File: src/rtl/dbus_bridge16.sv
// dbus_bridge16: splits one CPU data request (byte/half/word/dword) into
// 1, 2 or 4 little-endian 16-bit bus beats and returns a one-cycle dack_o.
// Latency: bus cycle starts the cycle after accept; dack_o comes N+1 cycles
// after accept with a zero-wait bus (N = beat count), +1 per wait state.
// Backpressure: wack_i paces the beats; CPU inputs are ignored while busy.
//
// Ports:
//   clk_i, reset_i       clock, synchronous active-high reset
//   dadr_i .. dsigned_i  CPU request (address, store data, we, cyc, stb, size, sign)
//   ddat_o, dack_o       load result (held until the next completion), done pulse
//   wadr_o .. wstb_o     registered 16-bit bus master outputs
//   wdat_i, wack_i       bus read data and beat acknowledge
module dbus_bridge16 (
  input  logic        clk_i,
  input  logic        reset_i,
  input  logic [63:0] dadr_i,
  input  logic [63:0] ddat_i,
  input  logic        dwe_i,
  input  logic        dcyc_i,
  input  logic        dstb_i,
  input  logic [1:0]  dsiz_i,
  input  logic        dsigned_i,
  output logic [63:0] ddat_o,
  output logic        dack_o,
  output logic [62:0] wadr_o,
  output logic [15:0] wdat_o,
  input  logic [15:0] wdat_i,
  output logic [1:0]  wsel_o,
  output logic        wwe_o,
  output logic        wcyc_o,
  output logic        wstb_o,
  input  logic        wack_i
);

  typedef enum logic [1:0] {IDLE, BUS, DONE} state_t;

  state_t      state_q, state_d;
  logic [63:0] dat_q;     // latched store data
  logic [63:0] acc_q;     // load data assembled so far
  logic [63:0] acc_d;     // acc_q with the current beat merged in
  logic        we_q;
  logic        sgn_q;
  logic [1:0]  siz_q;
  logic        lane_q;    // byte lane for byte accesses (address bit 0)
  logic [1:0]  beat_q;
  logic        accept;
  logic        beat_ack;
  logic        last_beat;
  logic [62:0] hw_base;   // naturally aligned halfword address of the request

  // Index of the final beat: byte/half 0, word 1, dword 3.
  function automatic logic [1:0] last_idx(input logic [1:0] siz);
    case (siz)
      2'd2:    last_idx = 2'd1;
      2'd3:    last_idx = 2'd3;
      default: last_idx = 2'd0;
    endcase
  endfunction

  // Byte stores replicate the byte on both lanes so wsel_o alone picks the lane.
  function automatic logic [15:0] beat_data(input logic [63:0] dat,
                                            input logic [1:0]  siz,
                                            input logic [1:0]  k);
    if (siz == 2'd0) beat_data = {dat[7:0], dat[7:0]};
    else             beat_data = dat[{k, 4'b0000} +: 16];
  endfunction

  function automatic logic [63:0] extend(input logic [63:0] raw,
                                         input logic [1:0]  siz,
                                         input logic        sgn);
    case (siz)
      2'd0:    extend = {{56{sgn & raw[7]}},  raw[7:0]};
      2'd1:    extend = {{48{sgn & raw[15]}}, raw[15:0]};
      2'd2:    extend = {{32{sgn & raw[31]}}, raw[31:0]};
      default: extend = raw;
    endcase
  endfunction

  // Alignment works on the halfword address: byte address bit 0 is already
  // gone, so word clears one more bit and dword two more.
  always_comb begin
    hw_base = dadr_i[63:1];
    if (dsiz_i == 2'd2) hw_base[0]   = 1'b0;
    if (dsiz_i == 2'd3) hw_base[1:0] = 2'b00;
  end

  always_comb begin
    acc_d = acc_q;
    if (siz_q == 2'd0) acc_d[7:0] = lane_q ? wdat_i[15:8] : wdat_i[7:0];
    else               acc_d[{beat_q, 4'b0000} +: 16] = wdat_i;
  end

  always_comb begin
    state_d   = state_q;
    accept    = 1'b0;
    beat_ack  = 1'b0;
    last_beat = (beat_q == last_idx(siz_q));
    case (state_q)
      IDLE: if (dcyc_i && dstb_i) begin
        accept  = 1'b1;
        state_d = BUS;
      end
      BUS: if (wack_i) begin
        beat_ack = 1'b1;
        if (last_beat) state_d = DONE;
      end
      DONE:    state_d = IDLE;
      default: state_d = IDLE;
    endcase
  end

  always_ff @(posedge clk_i) begin
    if (reset_i) begin
      state_q <= IDLE;
      dat_q   <= '0;
      acc_q   <= '0;
      we_q    <= 1'b0;
      sgn_q   <= 1'b0;
      siz_q   <= 2'd0;
      lane_q  <= 1'b0;
      beat_q  <= 2'd0;
      ddat_o  <= '0;
      dack_o  <= 1'b0;
      wadr_o  <= '0;
      wdat_o  <= '0;
      wsel_o  <= 2'b00;
      wwe_o   <= 1'b0;
      wcyc_o  <= 1'b0;
      wstb_o  <= 1'b0;
    end else begin
      state_q <= state_d;
      dack_o  <= (state_d == DONE);
      if (accept) begin
        dat_q  <= ddat_i;
        acc_q  <= '0;
        we_q   <= dwe_i;
        sgn_q  <= dsigned_i;
        siz_q  <= dsiz_i;
        lane_q <= dadr_i[0];
        beat_q <= 2'd0;
        wcyc_o <= 1'b1;
        wstb_o <= 1'b1;
        wwe_o  <= dwe_i;
        wadr_o <= hw_base;
        wdat_o <= beat_data(ddat_i, dsiz_i, 2'd0);
        wsel_o <= (dsiz_i != 2'd0) ? 2'b11 : (dadr_i[0] ? 2'b10 : 2'b01);
      end
      if (beat_ack) begin
        acc_q  <= acc_d;
        beat_q <= beat_q + 2'd1;
        if (last_beat) begin
          wcyc_o <= 1'b0;
          wstb_o <= 1'b0;
          wwe_o  <= 1'b0;
          if (!we_q) ddat_o <= extend(acc_d, siz_q, sgn_q);
        end else begin
          wadr_o <= wadr_o + 63'd1;
          wdat_o <= beat_data(dat_q, siz_q, beat_q + 2'd1);
        end
      end
    end
  end

endmodule

File: config.mk
export PLATFORM = sky130hd
export DESIGN_NAME = dbus_bridge16
export DESIGN_NICKNAME = d
export VERILOG_FILES = /design/src/rtl/dbus_bridge16.sv
export SDC_FILE = /design/constraint.sdc
export NUM_CORES = 1
export LEC_CHECK = 0
export ABC_AREA = 1
export ABC_CLOCK_PERIOD_IN_PS = 3500
export CAP_MARGIN = 20
export CORE_ASPECT_RATIO = 0.5
export CORE_MARGIN = 4
export CORE_UTILIZATION = 52
export DETAILED_ROUTE_END_ITERATION = 10
export PLACE_DENSITY = 0.8
export SYNTH_ARGS = -nofsm -noshare
export SYNTH_HDL_FRONTEND = slang
export SYNTH_SLANG_ARGS = --single-unit
File: constraint.sdc
create_clock -name clk_i -period 3.5 [get_ports clk_i]
set_input_delay 0.35 -clock clk_i [delete_from_list [all_inputs] [get_ports clk_i]]
set_output_delay 0.35 -clock clk_i [all_outputs]
set_load 0.005 [all_outputs]
# == Word level (Yosys, flattened, before mapping) ==
# Cells that the tools add are included.
# word_totals
ff_bits,286
inputBits,153
output_inout_bits,149
word_cells,80
# classes
add_sub_neg,3
n_eq_ne,8
shift,3
n_mux,39
bitwise_logic,4
reduce_logical,7
# ops
operator,count
$pmux W64 S3,1
$mux W63,3
$mux W64,2
$mux W16,5
$bwmux W64,1
$shift A16 B8 Y64 const A,1
$shiftx A16 B8 Y64,1
$shiftx A64 B7 Y16,1
$add A63 B1 Y63 const B,1
$mux W56,1
$mux W2,8
$mux W8,2
$mux W1,14
$eq A2 B2 Y1 const B,5
$neg A6 Y8,1
$pmux W2 S2,2
$logic_not A2 Y1,3
$eq A2 B1 Y1 const B,2
$reduce_bool A2 Y1,2
$and A1 B1 Y1,3
$reduce_and A3 Y1,1
$add A2 B1 Y2 const B,1
$eq A2 B2 Y1,1
$logic_and A1 B1 Y1,1
$not A1 Y1,1

# == Logic depth before layout (Yosys ltp) ==
# logic_depth
depth_word,7
depth_mapped,15

# == Least setup slack after synthesis ==
# Ideal clock, no wire load.
# synth_path
kind,reg2reg
from,register beat_q[0]
to,register ddat_o[42]
setup_ps,115
arrival_ps,2321
required_ps,3385
path_slack_ps,1064
path_stages_with_launch,16
period_less_slack_ps,2436
path_cell_list,dfxtp_1 -> buf_2 -> inv_1 -> buf_2 -> buf_2 -> ha_1 -> buf_4 -> inv_2 -> nor2_4 -> nand4_2 -> clkbuf_1 -> o21ai_0 -> nand2_1 -> nand2_1 -> nor2_1 -> nor2_1
# synth_between
elab_chain_len,6
# synth_lines
item,line,text
from (decl),45,logic [1:0] beat_q;
from (signal assigned),150,beat_q <= beat_q + 2'd1;
$neg A6 Y8,90,"else acc_d[{beat_q, 4'b0000} +: 16] = wdat_i;"
$shiftx A16 B8 Y64 / $shift A16 B8 Y64 (equally long branches),90,
$bwmux W64,90,
$mux W56 / $mux W8 (equally long branches),89,if (siz_q == 2'd0) acc_d[7:0] = lane_q ? wdat_i[15:8] : wdat_i[7:0];
$and A1 B1 Y1 (on tied branches),"74, 72, 73",
$pmux W64 S3,71,case (siz)
to (signal assigned),155,"if (!we_q) ddat_o <= extend(acc_d, siz_q, sgn_q);"
to (decl),23,"output logic [63:0] ddat_o,"
# Parallel ways exist; a longest one is shown, timed or not.
# A chain may end at the register's enable or synchronous reset.

# == Final worst setup path ==
# layout_path
from,register beat_q[1]
to,register ddat_o[33]
# Same word-level chain as after synthesis.

==> metrics.cfg <==
[status]
status=completed

[job]
drv_cap=0

[sta]
setup_slack_ns=0.713
rsz0062_at_grt=false
relSlewSlack=0.276
setup_viol_count_final=0
slew_violations=0
fin_skew_ns=0.0191
timing.fmax_mhz=359
finalHoldViolations=0
period_minus_slack_ns=2.79
holdWs_ns=0.239
tightest_slew_ns=1.09
tns_ns=0
fin_crit_sh=0.796

[worst_setup_path]
critical-path-top-delay-family=compound AO/OA/AOI/OAI gates
crit_type=flop to flop
timing.critical_path.arrival_ns=3.30
end_kind=flop
cp.buffers_inverters=2
cp.required_ns=4.01
cp_max_fo=32
cpPeakStageDelay_ns=0.75
crit_top_cell=nor2_1
crit_path_cell_trace=inv_1 > ha_1 > inv_2 > nor2_4 > nand3_4 > o21ai_2 > nand2_2 > o21ai_4 > nor2_1 > nor2_1
critical_path.slowest_cell=o21ai_4
cp-start-kind=flop

[yosys]
synth_top_family_by_area=simple AND/OR/NAND/NOR gates
async_flop_share=0
synth_edf_count=0
synth_most_common_cell=nand2_1
post_synth_and_or_nand_nor_area_fraction=0.296
synth.distinct_cells=47
synth_area_leaders=dfxtp_1, nand2_1, o21ai_0
avgSynthCellArea_sq_um=6.42
synth-xor-area-share=0.0103
ys_warn_count=0
synthDominantCellAreaShare=0.378
synthCells=2357
seq_area_frac_synth=0.378
synth_compound_area_frac=0.227
synth-adder-area-share=0.00496
ys.flop_type=dfxtp_1
synth_seq_cells=286
syn_area_sq_um=15100
netlist_top_cells_count=nand2_1, nor2_1, o21ai_0
synthesis.nets=2516
synthMuxAreaShare=0.000662
synth_top_area_cell=dfxtp_1

[clock_tree]
cts_num_sinks=286
hold_buffers=0
clkLatencyLatePin_ns=0.57
cts_tree=built
cts_setup_buffers=0
htreeDepth=1
path_clk_slew_ns=0.07
cts_resized=0
root_buffer=clkbuf_16
clk_path_buf_depth=3
cts_made_buffers=27

[detailed_routing]
wl_per_cell_microns=18.3
m1WireLength_microns=22900
via_per_inst=5.69
met2_length_microns=25700
wl_microns=54400
dr.pass1.iters=5
drc=0
dr.max_layer_used=met4
route.met3.wl_microns=3820
drt_iter0_drc=1856
drtAntennaViolNets=0
vias=16876

[layout]
syn_to_final_growth_pct=26.5
final_layout_size_suffix_gt1_frac=0.0446
final_nets=2719
fin_util=0.679
register_area_sq_um=5730
fillers=2566
multi_input_area_sq_um=8160

[pwr]
powerDensity_nw_per_um2=415
p_int_mw=5.77
power_switching_mw=2.17
ir_worst_vdd_uv=392
p_sw_frac=0.273
p_comb_frac=0.153
p_leak_nw=6.77
p_clk_frac=0.398
pwr-share-seq=0.449

[global_routing]
grt_pass1_wl_microns=84400
track_usage=0.320
overflow=0
grt_antenna_before_repair=2
grt_max_degree=168
grt_pass1_vias=15311

[placement]
dp_slack_ns=0.822
port_buffers=301
hpwl_microns=37600
gp_congestion=0.972

[floorplanning]
die_h_microns=129
rows=43
die_area_sq_um=32100
core_sq_um=28200
ios=302
initial_core_util=0.537
dieWidth_microns=249

[hold_path]
hold_path_class=input pin to flop

-- worst paths after layout --
kind | from | endpoint | slack (ns) | cells past startpoint
setup / recovery | beat_q[1] | ddat_o[33] | 0.71 | 10
hold / removal | reset_i | dat_q[6] | 0.24 | 2
setup reg to reg | beat_q[1] | ddat_o[33] | 0.71 | 10
hold reg to reg | dat_q[23] | dat_q[23] | 0.46 | 2
-- state kept, by name (all words and copies together), names as in the netlist --
| register | cells |
|---|---|
| beat_q | 2 |
| wstb_o | 1 |
| sgn_q | 1 |
| wsel_o | 2 |
| we_q | 1 |
| wadr_o | 63 |
| lane_q | 1 |
| state_q | 2 |
| wdat_o | 16 |
| dat_q | 64 |
| wwe_o | 1 |
| acc_q | 64 |
| dack_o | 1 |
| siz_q | 2 |
| ddat_o | 64 |
| wcyc_o | 1 |
-- cells by family (layout without fill, tap and decap cells) --
group | after synthesis | after routing
AO/OA/AOI/OAI | 637 | 637
XOR/XNOR | 17 | 17
adder cells (fa/ha/maj) | 6 | 6
buffers and inverters | 303 | 527
flip-flops | 286 | 286
multiplexers | 1 | 1
other | 0 | 2
AND/OR/NAND/NOR | 1107 | 1107
-- cell usage in the layout (no fill, tap or decap), types with 17 or more instances in the layout --
cell / n
a211oi_1: 26
a21oi_1: 195
a31oi_1: 29
buf_4: 17
clkbuf_16: 27
clkdlybuf4s50_1: 300
dfxtp_1: 285
inv_1: 145
nand2_1: 613
nand3_1: 79
nand4_1: 21
nor2_1: 336
nor3_1: 24
o21ai_0: 294
o21ai_1: 45
-- worst register-to-register path, cell delays in order (launching register included) --
cell     delay (ns)
dfxtp_1        0.45
inv_1          0.12
ha_1           0.45
inv_2          0.09
nor2_4         0.13
nand3_4        0.18
o21ai_2        0.21
nand2_2        0.11
o21ai_4        0.75
nor2_1         0.11
nor2_1         0.13
-- layout make-up --
cell class / instances / area share
multi-input combinational: 1768 / 0.426
antenna: 2 / 0.000261
clock buffer: 39 / 0.0413
tap: 382 / 0.0250
inverter: 154 / 0.0306
clock inverter: 11 / 0.00771
timing repair buffer: 323 / 0.170
sequential: 286 / 0.299
-- power by group through the flow --
stage	clock network [mW]	logic, mW	registers (mW)
2_1_floorplan	0	0.628	3.60
3_3_place_gp	0	1.18	3.63
3_5_place_dp	0	1.19	3.63
4_1_cts	3.19	1.20	3.56
5_1_grt	3.33	1.32	3.58
6_report	3.16	1.21	3.57
-- per-layer routing --
metal	vias to the layer above	global-route usage
met3	128	0.0430
met5	-	0
met2	738	0.547
met1	7848	0.423
li1	8162	-
met4	0	0.110
-- stage by stage --
stage	power (mW)	cells	cell area [sq um]
4_1_cts	7.95	2962	19100
5_1_grt	8.24	2965	19100
3_5_place_dp	4.83	2912	18200
3_3_place_gp	4.81	2912	18200
6_report	7.94	2965	19100
2_1_floorplan	4.22	2357	15100
Note: power is estimated with default switching activity, not from simulation.
